**src/rtl/operand_feeder_pkg.sv**
```systemverilog
// Shared types and constants for the operand feeder: FSM states, FIFO entry layout,
// and the start sentinel / idle patterns presented to the multiplier.
package operand_feeder_pkg;

   localparam int unsigned OPND_W = 4;
   localparam int unsigned WORD_W = 2 * OPND_W;

   localparam logic [WORD_W-1:0] SENTINEL = '1;
   localparam logic [WORD_W-1:0] IDLE_PAT = '0;

   typedef enum logic [1:0] {
      IDLE = 2'd0,
      SEND = 2'd1,
      SENT = 2'd2
   } state_t;

   // marker: stands in for a filtered sentinel pair that carried in_last
   typedef struct packed {
      logic [OPND_W-1:0] a;
      logic [OPND_W-1:0] b;
      logic              last;
      logic              marker;
   } fifo_entry_t;

   function automatic logic is_sentinel(input logic [WORD_W-1:0] w);
      return w == SENTINEL;
   endfunction

endpackage

```
**src/rtl/operand_feeder_sync_fifo.sv**
```systemverilog
// Synchronous FIFO with registered full/empty flags and extra-MSB wrap pointers.
module sync_fifo #(
   parameter int unsigned WIDTH = 8,
   parameter int unsigned DEPTH = 8
) (
   input  logic             clk,
   input  logic             rst_n,
   input  logic             push,
   input  logic [WIDTH-1:0] wdata,
   input  logic             pop,
   output logic [WIDTH-1:0] rdata,
   output logic             full,
   output logic             empty
);

   localparam int unsigned AW = $clog2(DEPTH);

   logic [WIDTH-1:0] mem [DEPTH];
   logic [AW:0]      wr_q, rd_q, wr_d, rd_d;
   logic             do_push, do_pop;

   assign do_push = push && !full;
   assign do_pop  = pop && !empty;
   assign wr_d    = wr_q + (AW+1)'(do_push);
   assign rd_d    = rd_q + (AW+1)'(do_pop);

   // Flags come from the next pointers so they are valid right after each edge
   always_ff @(posedge clk or negedge rst_n) begin
      if (!rst_n) begin
         wr_q  <= '0;
         rd_q  <= '0;
         full  <= 1'b0;
         empty <= 1'b1;
      end else begin
         wr_q  <= wr_d;
         rd_q  <= rd_d;
         full  <= (wr_d[AW] != rd_d[AW]) && (wr_d[AW-1:0] == rd_d[AW-1:0]);
         empty <= (wr_d == rd_d);
      end
   end

   always_ff @(posedge clk) begin
      if (do_push) begin
         mem[wr_q[AW-1:0]] <= wdata;
      end
   end

   assign rdata = mem[rd_q[AW-1:0]];

endmodule

```
**src/rtl/operand_feeder.sv**
```systemverilog
// Buffers operand pairs and replays them to the multiplier, appending the all-ones
// start sentinel after each frame. Optional sentinel filter: OPERAND_FEEDER_SENTINEL_FILTER_EN.
module operand_feeder
   import operand_feeder_pkg::*;
#(
   parameter int unsigned DATA_WIDTH = OPND_W,
   parameter int unsigned FIFO_DEPTH = 8,
   parameter int unsigned CNT_WIDTH  = 8
) (
   input  logic                  clk,
   input  logic                  rst_n,
   input  logic                  in_valid,
   output logic                  in_ready,
   input  logic [DATA_WIDTH-1:0] in_a,
   input  logic [DATA_WIDTH-1:0] in_b,
   input  logic                  in_last,
   output logic [DATA_WIDTH-1:0] dataA,
   output logic [DATA_WIDTH-1:0] dataB,
   output logic                  busy,
   output logic [CNT_WIDTH-1:0]  frame_cnt,
   output logic [CNT_WIDTH-1:0]  drop_cnt
);

   localparam int unsigned ENT_W = $bits(fifo_entry_t);

   fifo_entry_t           wr_ent, rd_ent;
   logic                  fifo_push, fifo_pop, fifo_full, fifo_empty;
   logic                  live_q, accept;
   state_t                state_q, state_d;
   logic [DATA_WIDTH-1:0] a_q, a_d, b_q, b_d;
   logic                  last_q, last_d, load_next, frame_inc;
   logic [CNT_WIDTH-1:0]  frame_q, drop_q;

   // Keeps in_ready low while reset is held, high from the first edge after release
   always_ff @(posedge clk or negedge rst_n) begin
      if (!rst_n) live_q <= 1'b0;
      else        live_q <= 1'b1;
   end

   assign in_ready = live_q && !fifo_full;
   assign accept   = in_valid && in_ready;

   always_comb begin
      wr_ent    = '{a: OPND_W'(in_a), b: OPND_W'(in_b), last: in_last, marker: 1'b0};
      fifo_push = accept;
`ifdef OPERAND_FEEDER_SENTINEL_FILTER_EN
      // Sentinel-valued data is dropped; a last pair leaves a zero-valued marker behind
      if (is_sentinel({wr_ent.a, wr_ent.b})) begin
         wr_ent.a      = '0;
         wr_ent.b      = '0;
         wr_ent.marker = 1'b1;
         fifo_push     = accept && in_last;
      end
`endif
   end

   sync_fifo #(
      .WIDTH (ENT_W),
      .DEPTH (FIFO_DEPTH)
   ) u_fifo (
      .clk   (clk),
      .rst_n (rst_n),
      .push  (fifo_push),
      .wdata (wr_ent),
      .pop   (fifo_pop),
      .rdata (rd_ent),
      .full  (fifo_full),
      .empty (fifo_empty)
   );

   always_ff @(posedge clk or negedge rst_n) begin
      if (!rst_n) begin
         state_q <= IDLE;
         a_q     <= '0;
         b_q     <= '0;
         last_q  <= 1'b0;
         frame_q <= '0;
      end else begin
         state_q <= state_d;
         a_q     <= a_d;
         b_q     <= b_d;
         last_q  <= last_d;
         if (frame_inc) frame_q <= frame_q + CNT_WIDTH'(1);
      end
   end

   always_comb begin
      state_d    = state_q;
      {a_d, b_d} = (2*DATA_WIDTH)'(IDLE_PAT);
      last_d     = last_q;
      fifo_pop   = 1'b0;
      frame_inc  = 1'b0;
      load_next  = 1'b0;

      case (state_q)
         IDLE: load_next = 1'b1;
         SEND: begin
            if (last_q) begin
               state_d    = SENT;
               {a_d, b_d} = (2*DATA_WIDTH)'(SENTINEL);
               frame_inc  = 1'b1;
            end else begin
               load_next = 1'b1;
            end
         end
         SENT: load_next = 1'b1;
         default: state_d = IDLE;
      endcase

      // Markers hold zero operands, so they drive the idle pattern for their cycle
      if (load_next) begin
         if (!fifo_empty) begin
            fifo_pop = 1'b1;
            state_d  = SEND;
            a_d      = DATA_WIDTH'(rd_ent.a);
            b_d      = DATA_WIDTH'(rd_ent.b);
            last_d   = rd_ent.last || rd_ent.marker;
         end else begin
            state_d = IDLE;
         end
      end
   end

`ifdef OPERAND_FEEDER_SENTINEL_FILTER_EN
   logic sent_hit;
   assign sent_hit = accept && is_sentinel({OPND_W'(in_a), OPND_W'(in_b)});

   always_ff @(posedge clk or negedge rst_n) begin
      if (!rst_n)                    drop_q <= '0;
      else if (sent_hit && !(&drop_q)) drop_q <= drop_q + CNT_WIDTH'(1);
   end
`else
   assign drop_q = '0;
`endif

   assign dataA     = a_q;
   assign dataB     = b_q;
   assign busy      = !fifo_empty || (state_q != IDLE);
   assign frame_cnt = frame_q;
   assign drop_cnt  = drop_q;

endmodule

```
**config.mk**
```make
export PLATFORM = sky130hd
export DESIGN_NAME = operand_feeder
export DESIGN_NICKNAME = d
export VERILOG_FILES = /design/src/rtl/operand_feeder_pkg.sv /design/src/rtl/operand_feeder_sync_fifo.sv /design/src/rtl/operand_feeder.sv
export SDC_FILE = /design/constraint.sdc
export NUM_CORES = 1
export LEC_CHECK = 0
export ABC_CLOCK_PERIOD_IN_PS = 2300
export CORE_MARGIN = 4
export CORE_UTILIZATION = 30
export DETAILED_ROUTE_END_ITERATION = 8
export GPL_ROUTABILITY_DRIVEN = 0
export GPL_TIMING_DRIVEN = 0
export PLACE_DENSITY = 0.55
export SLEW_MARGIN = 20
export SYNTH_ARGS = -nofsm -noshare
export SYNTH_HDL_FRONTEND = slang
export SYNTH_SLANG_ARGS = --single-unit
```
**constraint.sdc**
```tcl
create_clock -name clk -period 2.3 [get_ports clk]
set_input_delay 0.23 -clock clk [delete_from_list [all_inputs] [get_ports clk]]
set_output_delay 0.23 -clock clk [all_outputs]
set_load 0.02 [all_outputs]
```
Word-level counts from Yosys, hierarchy flattened:

Memory sizes are Yosys's and may differ from the RTL's.
Index checks and enable logic that the tools add are counted.
Widths: inputs -> output; s select.

* flip-flop bits (word level): 30
* memory bits (writable): 72
* output and inout port bits: 26
* memories kept: 1

* $add $sub $neg: 3
* equal/unequal tests: 7
* multiplexer cells: 18
* bitwise operators: 1
* reduce and logical (&&, ||, !) cells: 14

Memory list
* u_fifo.mem: depth 8, width 9, rd ports 1, clocked after Yosys merged registers in 0, wr ports 1, line operand_feeder_sync_fifo.sv:18 `logic [WIDTH-1:0] mem [DEPTH];`

Operators with widths (count)
* $mux 4: 6
* $add 4x1->4: 2
* $add 8x1->8 const B: 1
* $mux 1: 8
* $logic_and 1x1->1: 5
* $eq 4x4->1: 1
* $mux 2: 2
* $pmux 2 s2: 1
* $reduce_and 2->1: 2
* $eq 3x3->1: 1
* $ne 3x3->1 const B: 1
* $eq 2x1->1 const B: 1
* $eq 2x2->1 const B: 1
* $logic_not 1->1: 2
* $logic_not 2->1: 1
* $ne 2x1->1 const B: 1
* $pmux 1 s2: 1
* $reduce_bool 2->1: 1
* $reduce_or 2->1: 1
* $logic_or 1x1->1: 1
* $logic_or 1x1->1 const B: 1
* $ne 1x1->1: 1
* $not 1->1: 1

Longest topological paths before layout:

Gate-level depths: netlist of the first run.

* depth after elaboration: 8
* gate-level depth with buffers: 10
* gate-level depth less buffers: 9

Hierarchy:

Synthesis of the first run repeated with hierarchy kept, for this count alone.

* cells, all modules: 231
* area total of the unflattened synthesis: 4429.2 sq um

By module, submodules not included
* sync_fifo: instances 1, cells each 159, area an instance 3552.2 sq um, sequential area each 2653.8 sq um
* operand_feeder: instances 1, cells each 72, area an instance 877.1 sq um, sequential area each 500.5 sq um

Worst setup path after synthesis of the first run:

No wires, ideal clock.

* kind: register to register
* start point: reg u_fifo.full
* end point: mem u_fifo.mem[0][0] (netlist bit), enable pin
* setup time: 0.387 ns
* arrival: 1.684 ns
* data required time: 1.913 ns
* path slack: 0.230 ns
* cell stages (with the launch flop): 5
* buffers on the path: 0
* cell sequence: dfrtp_1 > nor2b_1 > and2_1 > nand2b_1 > nor3_1

* longest elaborated chain between the ends: 6

RTL lines
* from (decl): line operand_feeder_sync_fifo.sv:12 `output logic full,`
* from (signal assigned): line operand_feeder_sync_fifo.sv:37 `full <= (wr_d[AW] != rd_d[AW]) && (wr_d[AW-1:0] == rd_d[AW-1:0]);`
* $logic_not 1->1: line operand_feeder.sv:40 `assign in_ready = live_q && !fifo_full;`
* $logic_and 1x1->1: line operand_feeder.sv:40
* named net in_ready: line operand_feeder.sv:13 `output logic in_ready,`
* $logic_and 1x1->1: line operand_feeder.sv:41 `assign accept = in_valid && in_ready;`
* $logic_and 1x1->1: line operand_feeder_sync_fifo.sv:22 `assign do_push = push && !full;`
* $mux 1: line operand_feeder_sync_fifo.sv:43 `if (do_push) begin`
* $mux 1 (implied by the code): line operand_feeder_sync_fifo.sv:44 `mem[wr_q[AW-1:0]] <= wdata;`
* to (decl): line operand_feeder_sync_fifo.sv:18

The timed path passes the listed nets, and every way through them passes these cells.

Final worst setup path of the first run:

* start point: reg u_fifo.empty
* end point: reg u_fifo.empty

* longest elaborated chain between the ends: 5
* elaborated cells on any way between the ends: 6
* classes of those cells: add/sub: 1; eq/ne: 1; mux: 2; reduce/logical: 2

RTL lines
* from (decl): line operand_feeder_sync_fifo.sv:13 `output logic empty`
* from (signal assigned): line operand_feeder_sync_fifo.sv:38 `empty <= (wr_d == rd_d);`
* $mux 1: line operand_feeder.sv:112 `if (!fifo_empty) begin`
* $mux 1: line operand_feeder.sv:111 `if (load_next) begin`
* named net fifo_pop: line operand_feeder.sv:27 `logic fifo_push, fifo_pop, fifo_full, fifo_empty;`
* $logic_and 1x1->1: line operand_feeder_sync_fifo.sv:23 `assign do_pop = pop && !empty;`
* $add 4x1->4: line operand_feeder_sync_fifo.sv:25 `assign rd_d = rd_q + (AW+1)'(do_pop);`
* named net u_fifo.rd_d[2]: line operand_feeder_sync_fifo.sv:19 `logic [AW:0] wr_q, rd_q, wr_d, rd_d;`
* $eq 4x4->1: line operand_feeder_sync_fifo.sv:38

The timed path passes the listed nets, and every way through them passes these cells.
A chain may end at the register's enable or synchronous reset.

==> reports/summary.log, run 1 <==
[outcome] result of the run complete, no violations
[finish] highest-count cells in the layout ignoring fill and taps edfxtp_1, dfrtp_1, clkdlybuf4s50_1
[pwr] maximum resistive drop on vdd 0.436 mV
[route] antenna-violating nets left 0
[clock_tree] number of clock sinks 102
[clock_tree] TritonCTS buffer count 9
[route] WL per Instance 17.0 um
[finish] antenna fix cells 0
[timing] setup repair after global routing missed its margin no
[timing] Max-slew headroom 29.0%
[finish] fraction of final layout cells sized beyond drive strength 1 15.8%
[finish] FF/Latch Area 0.00291 mm^2
[hold_path] type of the worst min-delay path input pin to asynchronous set/reset pin
[clock_tree] source-to-sink clock delay at the later pin of the worst-skew pair 0.33 ns
[pwr] Leakage 1.76 nW
[timing] final hold violation count 0
[finish] fin cells 480
[route] iteration-0 DRC count of the detailed router 193
[setup_path] crit path DAT 2.38 ns
[synthesis] fraction of the yosys area taken by sequential cells 71.6%
[global_routing] number of antenna violations at the first check in global routing 0
[clock_tree] CTS HTree Levels 3
[global_routing] vias in the first global route 2310
[finish] number of filler instances in the final layout 1281
[clock_tree] # Post-CTS Setup Buffers 0
[setup_path] master of the slowest instance on the critical path dfstp_2
[route] total via count in the routed design 2173
[timing] top achievable clock speed 475 MHz
[setup_path] Most Frequent Cell on Critical Path ha_1
[die] initial core utilization 30.7%
[setup_path] path type of the worst setup path flip-flop to flip-flop
[synthesis] cell area after synthesis 0.00407 mm^2
[die] Die Y-Extent 124 um
[finish] share of the core filled with cells 37.3%
[setup_path] worst reg2reg path startpoint u_fifo.empty
[placement] Placed Cells incl. Taps 463
[clock_tree] clock-pin slew of the registers on the worst-case setup and hold paths 0.07 ns
[clock_tree] cell at the root of the clock tree clkbuf_16
[setup_path] FF-to-FF path depth 8
[global_routing] GR Overflow Total 0
[global_routing] maximum number of pins on one net before global-route repair 21
[die] horizontal die dimension 124 um
[global_routing] wire length of the first global-routing pass 13000 um
[synthesis] count of yosys warnings during synthesis 0
[synthesis] synth top area cells edfxtp_1, dfrtp_1, mux4_1
[setup_path] crit path launch u_fifo.empty
[clock_tree] TritonCTS clock tree done
[clock_tree] maximum number of buffers from clock root to sink 2
[route] router iterations before antenna repair 4
[timing] Min Clock Period, post-route 2.11 ns
[setup_path] CP cell instances nand2b_1 -> clkbuf_4 -> inv_1 -> ha_1 -> ha_1 -> xor2_1 -> xnor2_1 -> and4_1
[job] number of max-capacitance violations reported 0
[finish] most frequent standard cell in the layout excluding fill and tap cells edfxtp_1
[setup_path] last element of the critical path u_fifo.empty
[route] DRC viols 0
[die] FP Rows 42
[synthesis] number of flip-flops and latches in the synthesized netlist 102
[global_routing] total global routing track utilization 11.0%
[synthesis] dominant synthesized flop cell edfxtp_1
[timing] Final setup viols 0
[setup_path] flop-to-flop setup slack 0.19 ns
[setup_path] type of destination of the critical path flip-flop
[die] core region area 0.0132 mm^2
[setup_path] Critical Path RT 2.58 ns
[placement] input/output buffers 29
[route] wirelength, routed 8150 um
[die] I/O pin total 38
[route] Avg Vias per Cell 4.53
[setup_path] highest cell delay on the worst timing path 0.53 ns
[synthesis] synthesized area per cell 16.4 um^2
[pwr] areal power density over the cells 1200 mW/mm^2
[synthesis] Synth Instances 248
[pwr] overall power consumption 5.95 mW
[synthesis] Async S/R FF share, synth 29.4%
[timing] Worst Tran Pin Value 1.06 ns
[finish] area used by multi-input combinational logic 0.00106 mm^2
[finish] number of nets in the finished design 316
[timing] Fin Clk Skew 0.00817 ns
[timing] max-slew violation count 0
[setup_path] nature of the critical path startpoint flip-flop
[synthesis] post-synthesis cell type count 31
[timing] final cycle utilization of the critical path 91.6%
[synthesis] proportion of netlist area held by the largest area contributor 53.2%
[finish] post-synthesis to final-layout area growth 21.5%
[synthesis] cell type with the highest aggregate area in the netlist edfxtp_1
[placement] post-detailed-placement half-perimeter wirelength 5310 um
[die] die footprint 0.0155 mm^2
[synthesis] Post-synth EDFFs 72
[setup_path] crit path max fanout 10
[setup_path] endpoint of the most critical register-to-register path u_fifo.empty
-- per-stage QoR --
step | hold WS (ns) | instance area, um^2 | setup TNS (ns) | setup slack, ns
after floorplan | -0.0656 | 4090 | 0 | 0.230
after global placement | 0.463 | 4600 | -7.58 | -0.414
after detailed placement | 0.163 | 4650 | -1.52 | -0.104
after CTS | 0.331 | 4930 | 0 | 0.106
after global routing | 0.377 | 4940 | 0 | 0.0453
final | 0.336 | 4940 | 0 | 0.193
-- how the worst min path moves through the flow --
stage                       from      endpoint  cells after the start
CTS                        rst_n        live_q                      2
detailed placement         rst_n        live_q                      1
global placement    frame_cnt[7]  frame_cnt[7]                      1
global route               rst_n        live_q                      2
finish                     rst_n        live_q                      2
floorplan                  rst_n      dataA[0]                      0
-- cell type report --
| cell class | count | share of cell area [%] |
|---|---|---|
| clock inverter | 5 | 0.734 |
| tap | 176 | 4.46 |
| sequential | 102 | 59.0 |
| timing repair buffer | 33 | 6.84 |
| buffer | 18 | 2.51 |
| inverter | 5 | 0.380 |
| clock buffer | 11 | 4.71 |
| multi-input combinational | 130 | 21.4 |
-- worst max-delay path, delay by kind of cell, from the launching register on --
kind,cells,cell delay [ns]
DFF,1,0.53
and+or+nand+nor,2,0.41
adders and majority gates,2,0.40
xor gates and xnor gates,2,0.38
buffers and inverters,2,0.33
-- Yosys cell counts (6+ instances only) --
library cell	count
a2111oi_0	6
nand2_1	9
mux4_1	8
nand3_1	6
nand2b_1	6
edfxtp_1	72
buf_4	11
o41ai_1	6
xnor2_1	10
mux2_2	8
a211oi_1	6
dfrtp_1	29
nor2b_1	18
nor2_1	12
-- layer usage --
metal	global-route usage, %	vias up	routed length (um)
met4	3.68	0	115
met2	17.6	62	3900
met1	14.2	1076	3710
met5	0	-	0
met3	3.30	12	428
li1	-	1023	-
-- cell families (layout without fill, tap and decap cells) --
logic type | Yosys count | after routing | share of synthesized area, %
multiplexers | 16 | 16 | 7.38
other | 2 | 9 | 0.185
XOR/XNOR | 15 | 15 | 3.23
adder cells (fa/ha/maj) | 5 | 5 | 1.54
flip-flops | 102 | 102 | 71.6
buffers and inverters | 23 | 72 | 3.41
AND/OR/NAND/NOR | 59 | 59 | 7.63
AO/OA/AOI/OAI | 26 | 26 | 4.98
-- repair_timing --
action | CTS | global route
hold buffers | 1 | 0
setup endpoints to repair | 2 | 2
hold endpoints to repair | 10 | 0
gates resized for setup | 1 | 2
-- report_power, final --
part | switching [mW] | internal [mW] | leakage [nW] | total [mW]
Clock | 0.636 | 0.734 | 0.122 | 1.37
Combinational | 1.16 | 0.907 | 0.628 | 2.06
Sequential | 0.202 | 2.31 | 1.01 | 2.51
-- sequential cells by signal (all words and copies together), names as in the netlist, 2 cells and up --
name and flops:
state_q 2, u_fifo.wr_q 4, dataA 4, dataB 4
frame_cnt 8, u_fifo.mem 72, u_fifo.rd_q 4
Power figures use the tool's default switching activity.
==> run 2: changes to the inputs <==
Settings changed: GPL_ROUTABILITY_DRIVEN 0 to unset.
==> results of run 2 <==
Final layout, timing and power as in run 1 (identical DEF).
==> run 3: changes to the inputs <==
Settings changed: MAX_ROUTING_LAYER set to met4.
==> run 3 against run 2 <==
  * Final cell count unchanged
  * Largest cell class unchanged
  * Register-to-register slack barely moved
  * Critical path depth is the same
  * Power barely moved
  * Maximum frequency increased by 0.28%
  * Combinational power hardly changed
  * Clock skew decreased by 0.0015 ns
==> reports/summary.log, run 3 (synthesis results as in run 1) <==
[global_routing] maximum number of pins on one net before global-route repair 21 [unchanged]
[placement] input/output buffers 29 [unchanged]
[pwr] Clk network pwr share 23.0% [about the same]
[pwr] areal power density over the cells 1200 mW/mm^2 [about the same]
[global_routing] vias in the first global route 2307 [-0.13%]
[die] core region area 0.0132 mm^2 [unchanged]
[setup_path] path type of the worst setup path flip-flop to flip-flop
[global_routing] met3 track demand over resource 3.30% [unchanged]
[global_routing] global-route layer with the greatest usage met2
[route] antenna-violating nets left 0 [unchanged]
[setup_path] crit path max fanout 10 [unchanged]
[timing] Worst Tran Pin Value 1.04 ns [-0.0254 ns]
[route] DRC viols 0 [unchanged]
[clock_tree] number of clock sinks 102 [unchanged]
[die] I/O pin total 38 [unchanged]
[placement] Placed Cells incl. Taps 463 [unchanged]
[route] iteration-0 DRC count of the detailed router 170 [-12%]
[die] FP Rows 42 [unchanged]
[finish] most frequent standard cell in the layout excluding fill and tap cells edfxtp_1
[job] number of max-capacitance violations reported 0 [unchanged]
[clock_tree] CTS HTree Levels 3 [unchanged]
[pwr] share of total power consumed by net switching 33.6% [about the same]
[global_routing] global-route met1 utilization 14.3% [+0.056 points]
[finish] share of the core filled with cells 37.3% [unchanged]
[pwr] overall power consumption 5.95 mW [about the same]
[timing] Fin Clk Skew 0.00667 ns [-0.00150 ns]
[global_routing] met2 Use GR 17.6% [-0.032 points]
[route] total via count in the routed design 2195 [+1.0%]
[timing] max-slew violation count 0 [unchanged]
[pwr] internal power consumption 3.95 mW [about the same]
[clock_tree] clock-pin slew of the registers on the worst-case setup and hold paths 0.07 ns [about the same]
[timing] Final setup viols 0 [unchanged]
[finish] highest-count cells in the layout ignoring fill and taps edfxtp_1, dfrtp_1, clkdlybuf4s50_1
[finish] fraction of final layout cells sized beyond drive strength 1 15.8% [unchanged]
[setup_path] Critical Path RT 2.57 ns [about the same]
[timing] Total Negative Setup Slacks 0 ns [unchanged]
[timing] final cycle utilization of the critical path 91.4% [-0.26 points]
[finish] antenna fix cells 0 [unchanged]
[setup_path] FF-to-FF path depth 8 [unchanged]
[global_routing] total global routing track utilization 11.3% [+0.33 points]
[setup_path] crit path DAT 2.38 ns [about the same]
[global_routing] wire length of the first global-routing pass 13000 um [+0.10%]
[timing] Min Clock Period, post-route 2.10 ns [-0.00595 ns]
[clock_tree] TritonCTS clock tree done
[hold_path] type of the worst min-delay path input pin to asynchronous set/reset pin
[clock_tree] maximum number of buffers from clock root to sink 2 [unchanged]
[global_routing] GR Overflow Total 0 [unchanged]
[global_routing] number of antenna violations at the first check in global routing 0 [unchanged]
[finish] fin cells 480 [unchanged]
[die] horizontal die dimension 124 um [unchanged]
[clock_tree] TritonCTS buffer count 9 [unchanged]
[die] die footprint 0.0155 mm^2 [unchanged]
[finish] number of nets in the finished design 316 [unchanged]
[setup_path] nature of the critical path startpoint flip-flop
[route] Avg Vias per Cell 4.57 [+1.0%]
[route] WL per Instance 17.0 um [+0.33%]
[setup_path] type of destination of the critical path flip-flop
[outcome] result of the run complete, no violations
[timing] Max-slew headroom 30.7% [+1.7 points]
[pwr] maximum resistive drop on vdd 0.436 mV [about the same]
[finish] flip-flop count of the largest register, all copies and words added 72 [unchanged]
[pwr] Reg power frac 42.2% [about the same]
[pwr] relative contribution of combinational cells to total power 34.7% [about the same]
[route] wirelength, routed 8180 um [+0.33%]
[placement] post-detailed-placement half-perimeter wirelength 5310 um [unchanged]
[clock_tree] source-to-sink clock delay at the later pin of the worst-skew pair 0.33 ns [about the same]
[timing] top achievable clock speed 476 MHz [+0.28%]
[clock_tree] cell at the root of the clock tree clkbuf_16
[placement] last weighted congestion value of the routability-driven placer 0.753
[die] initial core utilization 30.7% [unchanged]
[clock_tree] # Post-CTS Setup Buffers 0 [unchanged]
[route] router iterations before antenna repair 4 [unchanged]
[pwr] Leakage 1.76 nW [unchanged]
[timing] setup repair after global routing missed its margin no
[pwr] Sw Pwr 2.00 mW [about the same]
[die] Die Y-Extent 124 um [unchanged]
[finish] post-synthesis to final-layout area growth 21.5% [unchanged]
[timing] final hold violation count 0 [unchanged]
run 3: cell counts in the layout (fill, tap and decap cells not counted):
No cell type changed its count.
run 3: cell type report:
class	instances	area, um^2
fillers	1281	8300
repair buffers	33	338
clock buffers	11	233
inverters	5	18.8
well taps	176	220
multi-input cells	130	1060
clock inverters	5	36.3
plain buffers	18	124
flip-flops and latches	102	2910
run 3: critical path, cell delays in order, from the launching register on:
cell and delay, ns:
dfstp_2 0.53, nand2b_1 0.19, clkbuf_4 0.27, inv_1 0.06
ha_1 0.21, ha_1 0.19, xor2_1 0.22, xnor2_1 0.16
and4_1 0.22
run 3: per-layer routing:
layer | routed length, um | up-vias
li1 | - | 1023
met1 | 3740 | 1102
met2 | 3970 | 60
met3 | 387 | 10
met4 | 87 | 0
met5 | 0 | -
run 3: metrics by stage:
step           instance area [um^2]  hold slack (ns)  setup WS, ns
2_1_floorplan                  4090          -0.0656         0.230
6_report                       4940            0.338         0.199
3_5_place_dp                   4650            0.163        -0.104
4_1_cts                        4930            0.331         0.106
5_1_grt                        4940            0.377        0.0453
3_3_place_gp                   4600            0.463        -0.414
run 3: timing repair:
item | in CTS | in global routing
hold buffers | 1 | 0
pin swaps | 0 | 0
hold endpoints to repair | 10 | 0
gates resized for setup | 1 | 2
endpoints found under the setup margin | 2 | 2
run 3: final timing paths:
| path | from | to | slack (ns) |
|---|---|---|---|
| min in group clk | frame_cnt[7] | frame_cnt[7] | 0.48 |
| setup reg to reg | u_fifo.empty | u_fifo.empty | 0.20 |
| hold reg to reg | frame_cnt[7] | frame_cnt[7] | 0.48 |
| max in group asynchronous | rst_n | u_fifo.empty | 1.47 |
| hold / removal | rst_n | live_q | 0.34 |
| setup / recovery | u_fifo.empty | u_fifo.empty | 0.20 |
run 3: power by group through the flow:
stage	Clock [mW]	Sequential, mW	Combinational (mW)
2_1_floorplan	0	2.64	1.22
3_3_place_gp	0	2.53	2.05
3_5_place_dp	0	2.55	2.08
4_1_cts	1.40	2.52	2.09
5_1_grt	1.47	2.55	2.27
6_report	1.37	2.51	2.07
